[config.mk]
export PLATFORM = sky130hd
export DESIGN_NAME = uart_rx_sequencer_flat
export DESIGN_NICKNAME = d
export VERILOG_FILES = /design/src/rtl/uart_pkg.sv /design/src/rtl/uart_rx_sequencer_if.sv /design/src/rtl/uart_baud_tick.sv /design/src/rtl/uart_rx_sequencer.sv /design/src/flat_wrapper.sv
export SDC_FILE = /design/constraint.sdc
export NUM_CORES = 1
export LEC_CHECK = 0
export CORE_MARGIN = 5
export CORE_UTILIZATION = 62
export CTS_BUF_LIST = sky130_fd_sc_hd__clkbuf_8
export CTS_CLUSTER_SIZE = 30
export DETAILED_ROUTE_END_ITERATION = 10
export PLACE_DENSITY_LB_ADDON = 0.12
export SYNTH_ARGS = -nofsm -noshare
export SYNTH_HDL_FRONTEND = slang
export SYNTH_HIERARCHICAL = 1
export SYNTH_SLANG_ARGS = --single-unit
[constraint.sdc]
create_clock -name CLK -period 6.35 [get_ports CLK]
set_input_delay 1.27 -clock CLK [delete_from_list [all_inputs] [get_ports CLK]]
set_output_delay 1.27 -clock CLK [all_outputs]
set_load 0.03 [all_outputs]
[src/rtl/uart_pkg.sv]
// Shared UART types and constants for the RX sequencer and the TX path.
package uart_pkg;

    localparam int UART_OVERSAMPLE = 16;
    localparam int UART_DATA_BITS  = 8;

    typedef enum logic [2:0] {
        IDLE,
        START,
        DATA,
        STOP,
        BREAK
    } rx_state_t;

endpackage

[src/rtl/uart_rx_sequencer_if.sv]
// Consumer-side handshake bundle of the UART receiver: byte, valid/ack, status flags.
interface uart_rx_sequencer_if;

    logic [7:0] DOUT;
    logic       VALID;
    logic       ACK;
    logic       FERR;
    logic       OVR;
    logic       BUSY;

    modport master (output DOUT, VALID, FERR, OVR, BUSY, input ACK);
    modport slave  (input DOUT, VALID, FERR, OVR, BUSY, output ACK);

endinterface

[src/rtl/uart_baud_tick.sv]
// Reloadable down-counter producing one oversampling tick every D+1 clocks.
module uart_baud_tick #(
    parameter int DIV_W = 8
) (
    input  logic             CLK,
    input  logic             RST_N,
    input  logic             CE,
    input  logic [DIV_W-1:0] D,
    output logic             TICK
);

    logic [DIV_W-1:0] cnt;
    logic             primed;

    // Reset cannot load a port value, so the first enabled cycle does the load of D.
    always_ff @(posedge CLK or negedge RST_N) begin
        if (!RST_N) begin
            cnt    <= '0;
            primed <= 1'b0;
        end else if (!CE || !primed) begin
            cnt    <= D;
            primed <= 1'b1;
        end else if (cnt == '0) begin
            cnt <= D;
        end else begin
            cnt <= cnt - DIV_W'(1);
        end
    end

    assign TICK = CE && primed && (cnt == '0);

endmodule

[src/rtl/uart_rx_sequencer.sv]
// UART 8N1 receive sequencer: RXD synchronizer, baud tick, framing FSM and valid/ack output.
module uart_rx_sequencer
    import uart_pkg::*;
#(
    parameter int OVERSAMPLE = UART_OVERSAMPLE,
    parameter int DIV_W      = 8
) (
    input  logic                 CLK,
    input  logic                 RST_N,
    input  logic                 CE,
    input  logic [DIV_W-1:0]     D,
    input  logic                 RXD,
    uart_rx_sequencer_if.master  rx
);

    localparam int OS_W = $clog2(OVERSAMPLE);
    localparam logic [OS_W-1:0] OS_MID  = OS_W'(OVERSAMPLE / 2 - 1);
    localparam logic [OS_W-1:0] OS_LAST = OS_W'(OVERSAMPLE - 1);
    localparam logic [2:0]      BIT_LAST = 3'(UART_DATA_BITS - 1);

    logic                      rx_meta;
    logic                      rx_s;
    logic                      tick;
    rx_state_t                 state;
    logic [OS_W-1:0]           os_cnt;
    logic [2:0]                bit_cnt;
    logic [UART_DATA_BITS-1:0] shreg;
    logic [7:0]                dout;
    logic                      valid;
    logic                      ferr;
    logic                      ovr;
    logic                      busy;

    always_ff @(posedge CLK or negedge RST_N) begin
        if (!RST_N) begin
            rx_meta <= 1'b1;
            rx_s    <= 1'b1;
        end else begin
            rx_meta <= RXD;
            rx_s    <= rx_meta;
        end
    end

    uart_baud_tick #(.DIV_W(DIV_W)) baud (
        .CLK   (CLK),
        .RST_N (RST_N),
        .CE    (CE),
        .D     (D),
        .TICK  (tick)
    );

    // Framing FSM; the handshake update comes first so a completing byte overrides an ACK.
    always_ff @(posedge CLK or negedge RST_N) begin
        if (!RST_N) begin
            state   <= IDLE;
            os_cnt  <= '0;
            bit_cnt <= '0;
            shreg   <= '0;
            dout    <= '0;
            valid   <= 1'b0;
            ferr    <= 1'b0;
            ovr     <= 1'b0;
            busy    <= 1'b0;
        end else begin
            ferr <= 1'b0;
            if (rx.ACK && valid) begin
                valid <= 1'b0;
                ovr   <= 1'b0;
            end
            if (!CE) begin
                state <= IDLE;
                busy  <= 1'b0;
            end else if (tick) begin
                case (state)
                    IDLE: begin
                        if (!rx_s) begin
                            state  <= START;
                            os_cnt <= '0;
                            busy   <= 1'b1;
                        end
                    end
                    START: begin
                        if (os_cnt == OS_MID) begin
                            if (!rx_s) begin
                                state   <= DATA;
                                os_cnt  <= '0;
                                bit_cnt <= '0;
                            end else begin
                                state <= IDLE;
                                busy  <= 1'b0;
                            end
                        end else begin
                            os_cnt <= os_cnt + OS_W'(1);
                        end
                    end
                    DATA: begin
                        os_cnt <= os_cnt + OS_W'(1);
                        if (os_cnt == OS_LAST) begin
                            shreg <= {rx_s, shreg[UART_DATA_BITS-1:1]};
                            if (bit_cnt == BIT_LAST) begin
                                state <= STOP;
                            end else begin
                                bit_cnt <= bit_cnt + 3'd1;
                            end
                        end
                    end
                    STOP: begin
                        os_cnt <= os_cnt + OS_W'(1);
                        if (os_cnt == OS_LAST) begin
                            if (rx_s) begin
                                dout  <= shreg;
                                valid <= 1'b1;
                                if (valid && !rx.ACK) begin
                                    ovr <= 1'b1;
                                end
                                state <= IDLE;
                                busy  <= 1'b0;
                            end else begin
                                ferr  <= 1'b1;
                                state <= BREAK;
                            end
                        end
                    end
                    BREAK: begin
                        if (rx_s) begin
                            state <= IDLE;
                            busy  <= 1'b0;
                        end
                    end
                    default: begin
                        state <= IDLE;
                        busy  <= 1'b0;
                    end
                endcase
            end
        end
    end

    assign rx.DOUT  = dout;
    assign rx.VALID = valid;
    assign rx.FERR  = ferr;
    assign rx.OVR   = ovr;
    assign rx.BUSY  = busy;

endmodule

[src/flat_wrapper.sv]
// flat-port wrapper written by rule: the top's interface ports become plain ports
module uart_rx_sequencer_flat import uart_pkg::*;
#(
    parameter int OVERSAMPLE = UART_OVERSAMPLE,
    parameter int DIV_W      = 8
)
  (CLK, RST_N, CE, D, RXD, rx_DOUT, rx_VALID, rx_FERR, rx_OVR, rx_BUSY, rx_ACK);
  uart_rx_sequencer_if rx_i ();
  input  logic CLK;
  input  logic RST_N;
  input  logic CE;
  input  logic [DIV_W-1:0] D;
  input  logic RXD;
  output wire logic [$bits(rx_i.DOUT)-1:0] rx_DOUT;
  output wire logic [$bits(rx_i.VALID)-1:0] rx_VALID;
  output wire logic [$bits(rx_i.FERR)-1:0] rx_FERR;
  output wire logic [$bits(rx_i.OVR)-1:0] rx_OVR;
  output wire logic [$bits(rx_i.BUSY)-1:0] rx_BUSY;
  input wire logic [$bits(rx_i.ACK)-1:0] rx_ACK;
  assign rx_DOUT = rx_i.DOUT;
  assign rx_VALID = rx_i.VALID;
  assign rx_FERR = rx_i.FERR;
  assign rx_OVR = rx_i.OVR;
  assign rx_BUSY = rx_i.BUSY;
  assign rx_i.ACK = rx_ACK;
  uart_rx_sequencer #(.OVERSAMPLE(OVERSAMPLE), .DIV_W(DIV_W)) u_core (.CLK(CLK), .RST_N(RST_N), .CE(CE), .D(D), .RXD(RXD), .rx(rx_i));
endmodule
# Yosys cells after proc, flatten, opt, wreduce, memory -nomap -nowiden

Cells that the tools add are included.

Logic and storage cells: 100
Input port bits: 13
Flip-flop bits (word level): 41
Output and inout port bits: 12

Muxes and demuxes: 46
Eq/ne operators: 19
Reduce and logical (&&, ||, !) cells: 19
Add/subtract/negate cells: 3

Operator list:

| kind                                                                    | number |
|---|---|
| 3-bit two-way mux                                                       | 13 |
| 1-bit two-way mux                                                       | 24 |
| 8-bit two-way mux                                                       | 2 |
| 3-bit by 2-bit inequality test with 1-bit output, second input constant | 5 |
| 3-bit one-hot mux with 5 select lines                                   | 1 |
| 7-bit AND reduction                                                     | 2 |
| 4-bit one-hot mux with 3 select lines                                   | 1 |
| 5-bit AND reduction                                                     | 2 |
| 8-bit zero test                                                         | 1 |
| 4-bit two-way mux                                                       | 2 |
| 8-bit by 1-bit subtractor with 8-bit output, second input constant      | 1 |
| 3-bit by 2-bit equality test with 1-bit output, second input constant   | 2 |
| 3-bit equality test, second input constant                              | 2 |
| 2-bit by 1-bit inequality test with 1-bit output, second input constant | 3 |
| 2-bit inequality test, second input constant                            | 3 |
| 3-bit one-hot mux with 2 select lines                                   | 1 |
| 1-bit one-hot mux with 5 select lines                                   | 1 |
| 4-bit by 1-bit adder with 4-bit output, second input constant           | 1 |
| 4-bit by 3-bit equality test with 1-bit output, second input constant   | 1 |
| 4-bit equality test, second input constant                              | 1 |
| 1-bit logical AND                                                       | 4 |
| 4-bit AND reduction                                                     | 1 |
| 3-bit by 1-bit adder with 3-bit output, second input constant           | 1 |
| 3-bit by 1-bit equality test with 1-bit output, second input constant   | 1 |
| other kinds (9)                                                         | 11 |

# Longest topological paths before layout

Gate-level depths: netlist (run 1).

Depth in word-level cells: 8
Mapped depth: 9
Mapped depth without buffers: 9

# Cells and area by module

The synthesis (run 1) kept the hierarchy.

Modules (own cells, without submodules):

| module            | times used | cells each | seq. area each (sq um) | area an instance (sq um) |
|---|---|---|---|---|
| uart_rx_sequencer | 1          | 124        | 803.3                  | 1574.0 |
| uart_baud_tick    | 1          | 52         | 225.2                  | 555.5 |

# Least setup slack after synthesis (run 1)

OpenSTA, ideal clock, no wires.

Kind: input -> register
Start: in CE
End: reg u_core.dout[0] (netlist: u_core/rx.DOUT[0])
Arrival time: 2466 ps
Path buffers: 0
Cell stages on the path: 5
Data required time: 6225 ps
Path slack: 3759 ps
Setup time: 125 ps
Cells stage by stage: nand2_1 > nor2_1 > and4_4 > nand3_4 > mux2_4

Longest elaborated chain between the ends: 3

Ends and longest elaborated chain:

| element                              | RTL line                 | text |
|---|---|---|
| start, declared                      | flat_wrapper.sv:11       | `input logic CE;` |
| 1-bit logical AND (2 in series)      | uart_baud_tick.sv:30     | `assign TICK = CE && primed && (cnt == '0);` |
| via u_core.tick                      | uart_rx_sequencer.sv:23  | `logic tick;` |
| 5-bit AND reduction (no source line) | --                       |  |
| end signal, assigned                 | uart_rx_sequencer.sv:111 | `dout <= shreg;` |
| end, declared                        | uart_rx_sequencer.sv:28  | `logic [7:0] dout;` |

The timed path passes the listed nets, and every way through them passes these cells.
A chain may end at the register's enable or synchronous reset.

# Worst setup path in the final report (run 1)

Start: in CE
End: reg u_core.bit_cnt[0]

Longest elaborated chain between the ends: 3

Ends and longest elaborated chain:

| element                              | RTL line                 | text |
|---|---|---|
| 1-bit logical AND (2 in series)      | uart_baud_tick.sv:30     |  |
| via u_core.tick                      | uart_rx_sequencer.sv:23  |  |
| 7-bit AND reduction (no source line) | --                       |  |
| end signal, assigned                 | uart_rx_sequencer.sv:103 | `bit_cnt <= bit_cnt + 3'd1;` |
| end, declared                        | uart_rx_sequencer.sv:26  | `logic [2:0] bit_cnt;` |

The timed path passes the listed nets, and every way through them passes these cells.

==> results.toml, run 1 <==
[outcome]
status = "finished, final reports clean"

[place]
numPortBuffers = 24
placed_area_um2 = 2390
place.gp.congestion = 0.844
hpwl_um = 2880

[critical_path]
critical_path.reg2reg.endpoint = "u_core/bit_cnt[0]"
crit_path_start_kind = "input pin"
r2r_start = "u_core/baud/cnt[0]"
worst_ep_arrival_time_ns = 3.52
slowest_stage = "clkdlybuf4s50_1"
critPathLaunch = "CE"
path_class = "in2reg"
end_kind = "flip-flop"
cp_max_fo = 11
cp_cell_sequence = "clkdlybuf4s50_1 > nand2_1 > nor2_1 > nand3b_1 > a21oi_1 > nand2_2 > mux2_4"
slowest_delay_ns = 0.72
worstPathRequired_ns = 6.53
reg2reg_depth = 9
cp-endpoint = "u_core/bit_cnt[0]"
r2r_setup_slack_ns = 3.84

[route]
drt_wl_total_um = 3880
viasPerCell = 5.78
firstDrtPassIters = 4
drc_errors = 0
wl_per_cell_um = 15.6
ant_nets = 0
vias = 1440
drt_iter0_drc = 76

[pwr]
total_power_mw = 0.475
power_leakage_nw = 1.15
ir_drop_mv = 0.125
power.density_nw_per_um2 = 192

[hold_path]
hold_class = "reg2reg"
min_delay_path_depth = 0

[cells_and_area]
final_area_um2 = 2480
final_core_util_pct = 74.4
n_fill_cell = 251
area_growth_pct = 16.5
nNetsFinal = 220
n_antenna_cell = 0
drive_above_1_share_pct = 17.2

[clock_network]
cts_buffers = 5
ctsLongestPathBuffers = 2
htreeDepth = 2
cts_tree = "built"
root_buffer = "clkbuf_8"
cts_sinks = 41
clock_latency_ns = 0.29
cts_resized = 0
hold_buffers = 0
post_cts.repair.setup_buffers = 0
clkTransAtPathRegs_ns = 0.08

[synth]
netlist_top_cells_area = "dfrtp_1 (46%), mux2_4 (6.3%), mux2_1 (5.8%), ha_1 (2.9%), dfstp_2 (2.5%)"
yosys_warnings = 6
synth_async_sr_flop_share_pct = 100
synth_area_um2 = 2130
yosysTopAreaCell = "dfrtp_1"
synthCells = 176
synth-main-ff-cell = "dfrtp_1"
ys_types = 58
postSynthAreaPerCell_um2 = 12.1
ys_ff_latch = 41
yosys.area.top_type_share_pct = 45.8
synth_seq_area_share_pct = 48.3
synth_fp_nets = 194
synth_edf_count = 0

[global_route]
grt_max_degree = 42
overflow = 0
antenna_found_initial = 0
grt.total_usage_pct = 19.5
grt_pass1_wl_um = 6710
grt_pass1_vias = 1492

[timing]
tns_ns = 0
rsz0062_at_grt = "false"
finalSetupViolCount = 0
fin_crit_ns = 3.34
clock.fmax_mhz = 299
worst_pin_slew_ns = 0.866
hold_viol_final = 0
fin_crit_sh_pct = 52.6
drv_slew = 0
relSlewSlack_pct = 42.3
fin_skew_ns = 0.00988

[die]
die_width_um = 68.6
placeableCoreArea_um2 = 3340
rows = 21
initial_utilization_pct = 63.8
pin_count = 25
dieArea_um2 = 4710
dieHeight_um = 68.6

[flow_run]
drv_cap = 0
[sequential cells by signal (all words and copies together), names as in the netlist, 3 cells and up, named ones only]
| signal | count |
|---|---|
| u_core/state | 3 |
| u_core/baud/cnt | 8 |
| u_core/bit_cnt | 3 |
| u_core/rx.DOUT | 8 |
| u_core/os_cnt | 4 |
| u_core/shreg | 8 |
[per-layer routing]
metal / share of wire (%) / wire length [um] / vias up / track usage (%)
met5: 0 / 0 / - / 0
met4: 1.6 / 62 / 0 / 6.70
met3: 4.3 / 166 / 7 / 5.83
met2: 51 / 1990 / 26 / 33.3
met1: 43 / 1650 / 709 / 23.3
li1: - / - / 698 / -
[critical path: cells and delay by family]
| family | cells | cell delay [ns] |
|---|---|---|
| compound gates | 1 | 0.21 |
| buf+inv | 1 | 0.72 |
| mux | 1 | 0.30 |
| simple gates | 4 | 1.01 |
[Yosys cell counts, drive strengths merged (2+ instances only)]
| master | n |
|---|---|
| and3 | 4 |
| dfstp | 2 |
| a31o | 2 |
| o21ai | 7 |
| mux2 | 22 |
| nand3 | 3 |
| xnor2 | 2 |
| mux2i | 5 |
| or3b | 2 |
| a2bb2oi | 3 |
| nand4 | 2 |
| nor2b | 3 |
| a22o | 3 |
| nor2 | 9 |
| buf | 5 |
| dfrtp | 39 |
| xor2 | 3 |
| ha | 5 |
| inv | 9 |
| nand3b | 3 |
| a211oi | 2 |
| nand2 | 6 |
| nor3b | 2 |
| a21oi | 5 |
| nor3 | 5 |
| a21o | 3 |
[layout make-up]
type	instances	area (um2)	share of cell area, %
timing repair buffer	24	235	9.48
multi-input combinational	121	1040	41.9
tap	46	57.6	2.32
inverter	9	33.8	1.36
clock buffer	5	68.8	2.77
sequential	41	1030	41.5
clock inverter	3	17.5	0.706
[through the flow]
step	instances	hold WS [ns]	setup WS (ns)
finish	249	0.360	3.01
global route	249	0.364	2.82
CTS	249	0.358	3.02
detailed placement	241	0.356	2.73
global placement	241	0.346	2.79
floorplan	176	0.345	3.76
[cells by family (layout without fill, tap and decap cells)]
family | Yosys count | in the layout | share of synthesized area (%)
compound gates | 36 | 36 | 12.9
xor+xnor | 5 | 5 | 2.06
fa+ha+maj | 5 | 5 | 2.94
buf+inv | 14 | 41 | 2.88
flops | 41 | 41 | 48.3
mux | 27 | 27 | 15.6
other cells | 1 | 1 | 0.176
simple gates | 47 | 47 | 15.2
[worst min path at each step]
stage	start	end	slack, ns
after floorplan	u_core/rx_meta	u_core/rx_s	0.35
after global placement	u_core/rx_meta	u_core/rx_s	0.35
after detailed placement	u_core/rx_meta	u_core/rx_s	0.36
after CTS	u_core/rx_meta	u_core/rx_s	0.36
after global routing	u_core/rx_meta	u_core/rx_s	0.36
final	u_core/rx_meta	u_core/rx_s	0.36
[cell usage in the layout (no fill, tap or decap), types with 2 or more instances in the layout]
| master | Yosys | routed |
|---|---|---|
| a211oi_1 | 2 | 2 |
| a21o_1 | 2 | 2 |
| a21oi_1 | 4 | 4 |
| a22o_1 | 2 | 2 |
| a2bb2oi_1 | 3 | 3 |
| and3_1 | 3 | 3 |
| clkbuf_8 | 0 | 5 |
| clkdlybuf4s50_1 | 0 | 23 |
| clkinv_2 | 0 | 2 |
| dfrtp_1 | 39 | 39 |
| dfstp_2 | 2 | 2 |
| ha_1 | 5 | 5 |
| inv_1 | 9 | 9 |
| mux2_1 | 11 | 11 |
| mux2_2 | 2 | 2 |
| mux2_4 | 9 | 9 |
| mux2i_1 | 5 | 5 |
| nand2_1 | 5 | 5 |
| nand3_4 | 2 | 2 |
| nand3b_1 | 3 | 3 |
| nand4_1 | 2 | 2 |
| nor2_1 | 9 | 9 |
| nor2b_1 | 3 | 3 |
| nor3_1 | 5 | 5 |
| o21ai_0 | 3 | 3 |
| o21ai_1 | 4 | 4 |
| or3b_1 | 2 | 2 |
| xnor2_1 | 2 | 2 |
| xor2_1 | 3 | 3 |
[power by group]
part	leakage (nW)	internal, mW	switching, mW	total (mW)
Combinational	0.573	0.0171	0.0168	0.0340
Clock	0.0439	0.0758	0.0883	0.164
Sequential	0.534	0.267	0.00977	0.277
(Power assumes the default switching activity.)
==> inputs of run 2 (changes only) <==
Settings changed: CORE_UTILIZATION 62 to 52.
Clock period 6.35 ns to 2.9 ns, I/O delays scaled along.
==> run 2 against run 1 <==
Global-route usage is 3.2 points lower. Core utilization fell by 10 points. Final cell count grew 2.8%. Clock power grew to 3.3 times the previous value. Setup slack worse by 2.5 ns. Register-to-register slack got worse by 3.4 ns. Clock-buffer cell count unchanged. Sequential power is 120% higher. First-iteration DRC count is 9.2% lower.
==> results.toml, run 2 (synthesized netlist as in run 1, its figures left out) <==
[cells_and_area]
drive_above_1_share_pct = 18.4
layout_commonest_cell = "dfrtp_1"
nNetsFinal = 223
n_antenna_cell = 0
layout_common_cells = "dfrtp_1 (39), clkdlybuf4s50_1 (23), mux2_1 (11)"
area_growth_pct = 20.0
final_area_um2 = 2560

[die]
placeableCoreArea_um2 = 3970
dieArea_um2 = 5480
initial_utilization_pct = 53.6
rows = 23
die_width_um = 74.0
dieHeight_um = 74.0
pin_count = 25

[hold_path]
hold_class = "reg2reg"

[timing]
worst_pin_slew_ns = 0.890
drv_slew = 0
relSlewSlack_pct = 40.7
clock.fmax_mhz = 411
tns_ns = 0
hold_viol_final = 0
finalSetupViolCount = 0
rsz0062_at_grt = "false"
fin_crit_sh_pct = 84.0
fin_crit_ns = 2.43
fin_skew_ns = 0.0116

[global_route]
grt_pass1_vias = 1479
antenna_found_initial = 0
grt_pass1_wl_um = 6880
overflow = 0
grt_max_degree = 42
grt.total_usage_pct = 16.3

[pwr]
ir_drop_mv = 0.360
pwr-share-clk_pct = 44.3
p_int_mw = 0.967
seqPwrFrac_pct = 49.4
power.density_nw_per_um2 = 480
pwr-share-comb_pct = 6.3
power_leakage_nw = 1.19
p_sw_share_pct = 21.2
power.switching_mw = 0.260

[place]
numPortBuffers = 24
placed_area_um2 = 2420
place.gp.congestion = 0.857
hpwl_um = 2880

[critical_path]
cp_max_fo = 9
end_kind = "flip-flop"
path_class = "reg2reg"
worst_ep_arrival_time_ns = 2.62
worstPathRequired_ns = 3.08
crit_path_start_kind = "flip-flop"

[clock_network]
clock_latency_ns = 0.29
cts_tree = "built"
cts_buffers = 5
root_buffer = "clkbuf_8"
cts_resized = 0
cts_sinks = 41
ctsLongestPathBuffers = 2
hold_buffers = 0
post_cts.repair.setup_buffers = 0
htreeDepth = 2
clkTransAtPathRegs_ns = 0.08

[route]
ant_nets = 0
drc_errors = 0
drt_wl_total_um = 4000
drt_iter0_drc = 69
viasPerCell = 5.75
vias = 1473
wl_per_cell_um = 15.6
firstDrtPassIters = 4

[flow_run]
drv_cap = 0

[outcome]
status = "finished, final reports clean"
[run 2: cell count changes in the layout (fill, tap and decap cells not counted)]
cell	previous run	this run
bufinv_16	0	2
buf_4	0	3
clkinvlp_4	1	0
clkinv_2	2	1
[run 2: worst paths after layout]
| kind | slack, ns | to | start | depth (start not counted) |
|---|---|---|---|---|
| hold / removal | 0.36 | u_core/rx_s | u_core/rx_meta | 0 |
| hold reg to reg | 0.36 | u_core/rx_s | u_core/rx_meta | 0 |
| max in group asynchronous | 1.93 | u_core/os_cnt[3] | RST_N | 1 |
| min in group asynchronous | 0.40 | u_core/rx.DOUT[2] | RST_N | 1 |
| setup / recovery | 0.47 | u_core/bit_cnt[0] | u_core/baud/cnt[0] | 10 |
| setup reg to reg | 0.47 | u_core/bit_cnt[0] | u_core/baud/cnt[0] | 10 |
[run 2: area by class of cell]
cell class / count / area (um2)
fillers: 310 / 1420
repair buffers: 27 / 258
multi-input cells: 121 / 1040
clock inverters: 3 / 65.1
clock buffers: 5 / 68.8
well taps: 50 / 62.6
inverters: 9 / 33.8
flip-flops and latches: 41 / 1030
[run 2: power by group through the flow]
| stage | Sequential [mW] | Clock, mW | Combinational (mW) |
|---|---|---|---|
| floorplan | 0.611 | 0 | 0.0424 |
| global placement | 0.617 | 0 | 0.0747 |
| detailed placement | 0.618 | 0 | 0.0784 |
| CTS | 0.607 | 0.556 | 0.0787 |
| global route | 0.610 | 0.576 | 0.0865 |
| finish | 0.607 | 0.543 | 0.0774 |
[run 2: metrics by stage]
stage / setup slack (ns) / total power [mW] / instances / hold slack [ns] / utilization, %
floorplan: 0.705 / 0.654 / 176 / 0.284 / -
global route: 0.296 / 1.27 / 256 / 0.372 / 64.4
detailed placement: 0.268 / 0.696 / 248 / 0.353 / 61.0
CTS: 0.490 / 1.24 / 256 / 0.364 / 64.4
global placement: 0.350 / 0.691 / 248 / 0.348 / 61.0
finish: 0.465 / 1.23 / 256 / 0.364 / 64.4
[run 2: per-layer routing]
metal  routed length (um)  vias to the layer above  global-route usage [%]
li1                     -                      702                       -
met1                 1800                      733                    21.2
met2                 1960                       32                    27.1
met3                  188                        6                    4.19
met4                   51                        0                    4.83
met5                    0                        -                       0
[run 2: worst max-delay path, cell delays in order, from the launching register on]
cell and delay [ns]:
dfrtp_1 0.40, inv_1 0.10, ha_1 0.14, nor3b_2 0.14, buf_4 0.17, nand2_1 0.06, nor2_1 0.38, nand3b_1 0.28
a21oi_1 0.23, nand2_2 0.11, mux2_4 0.30
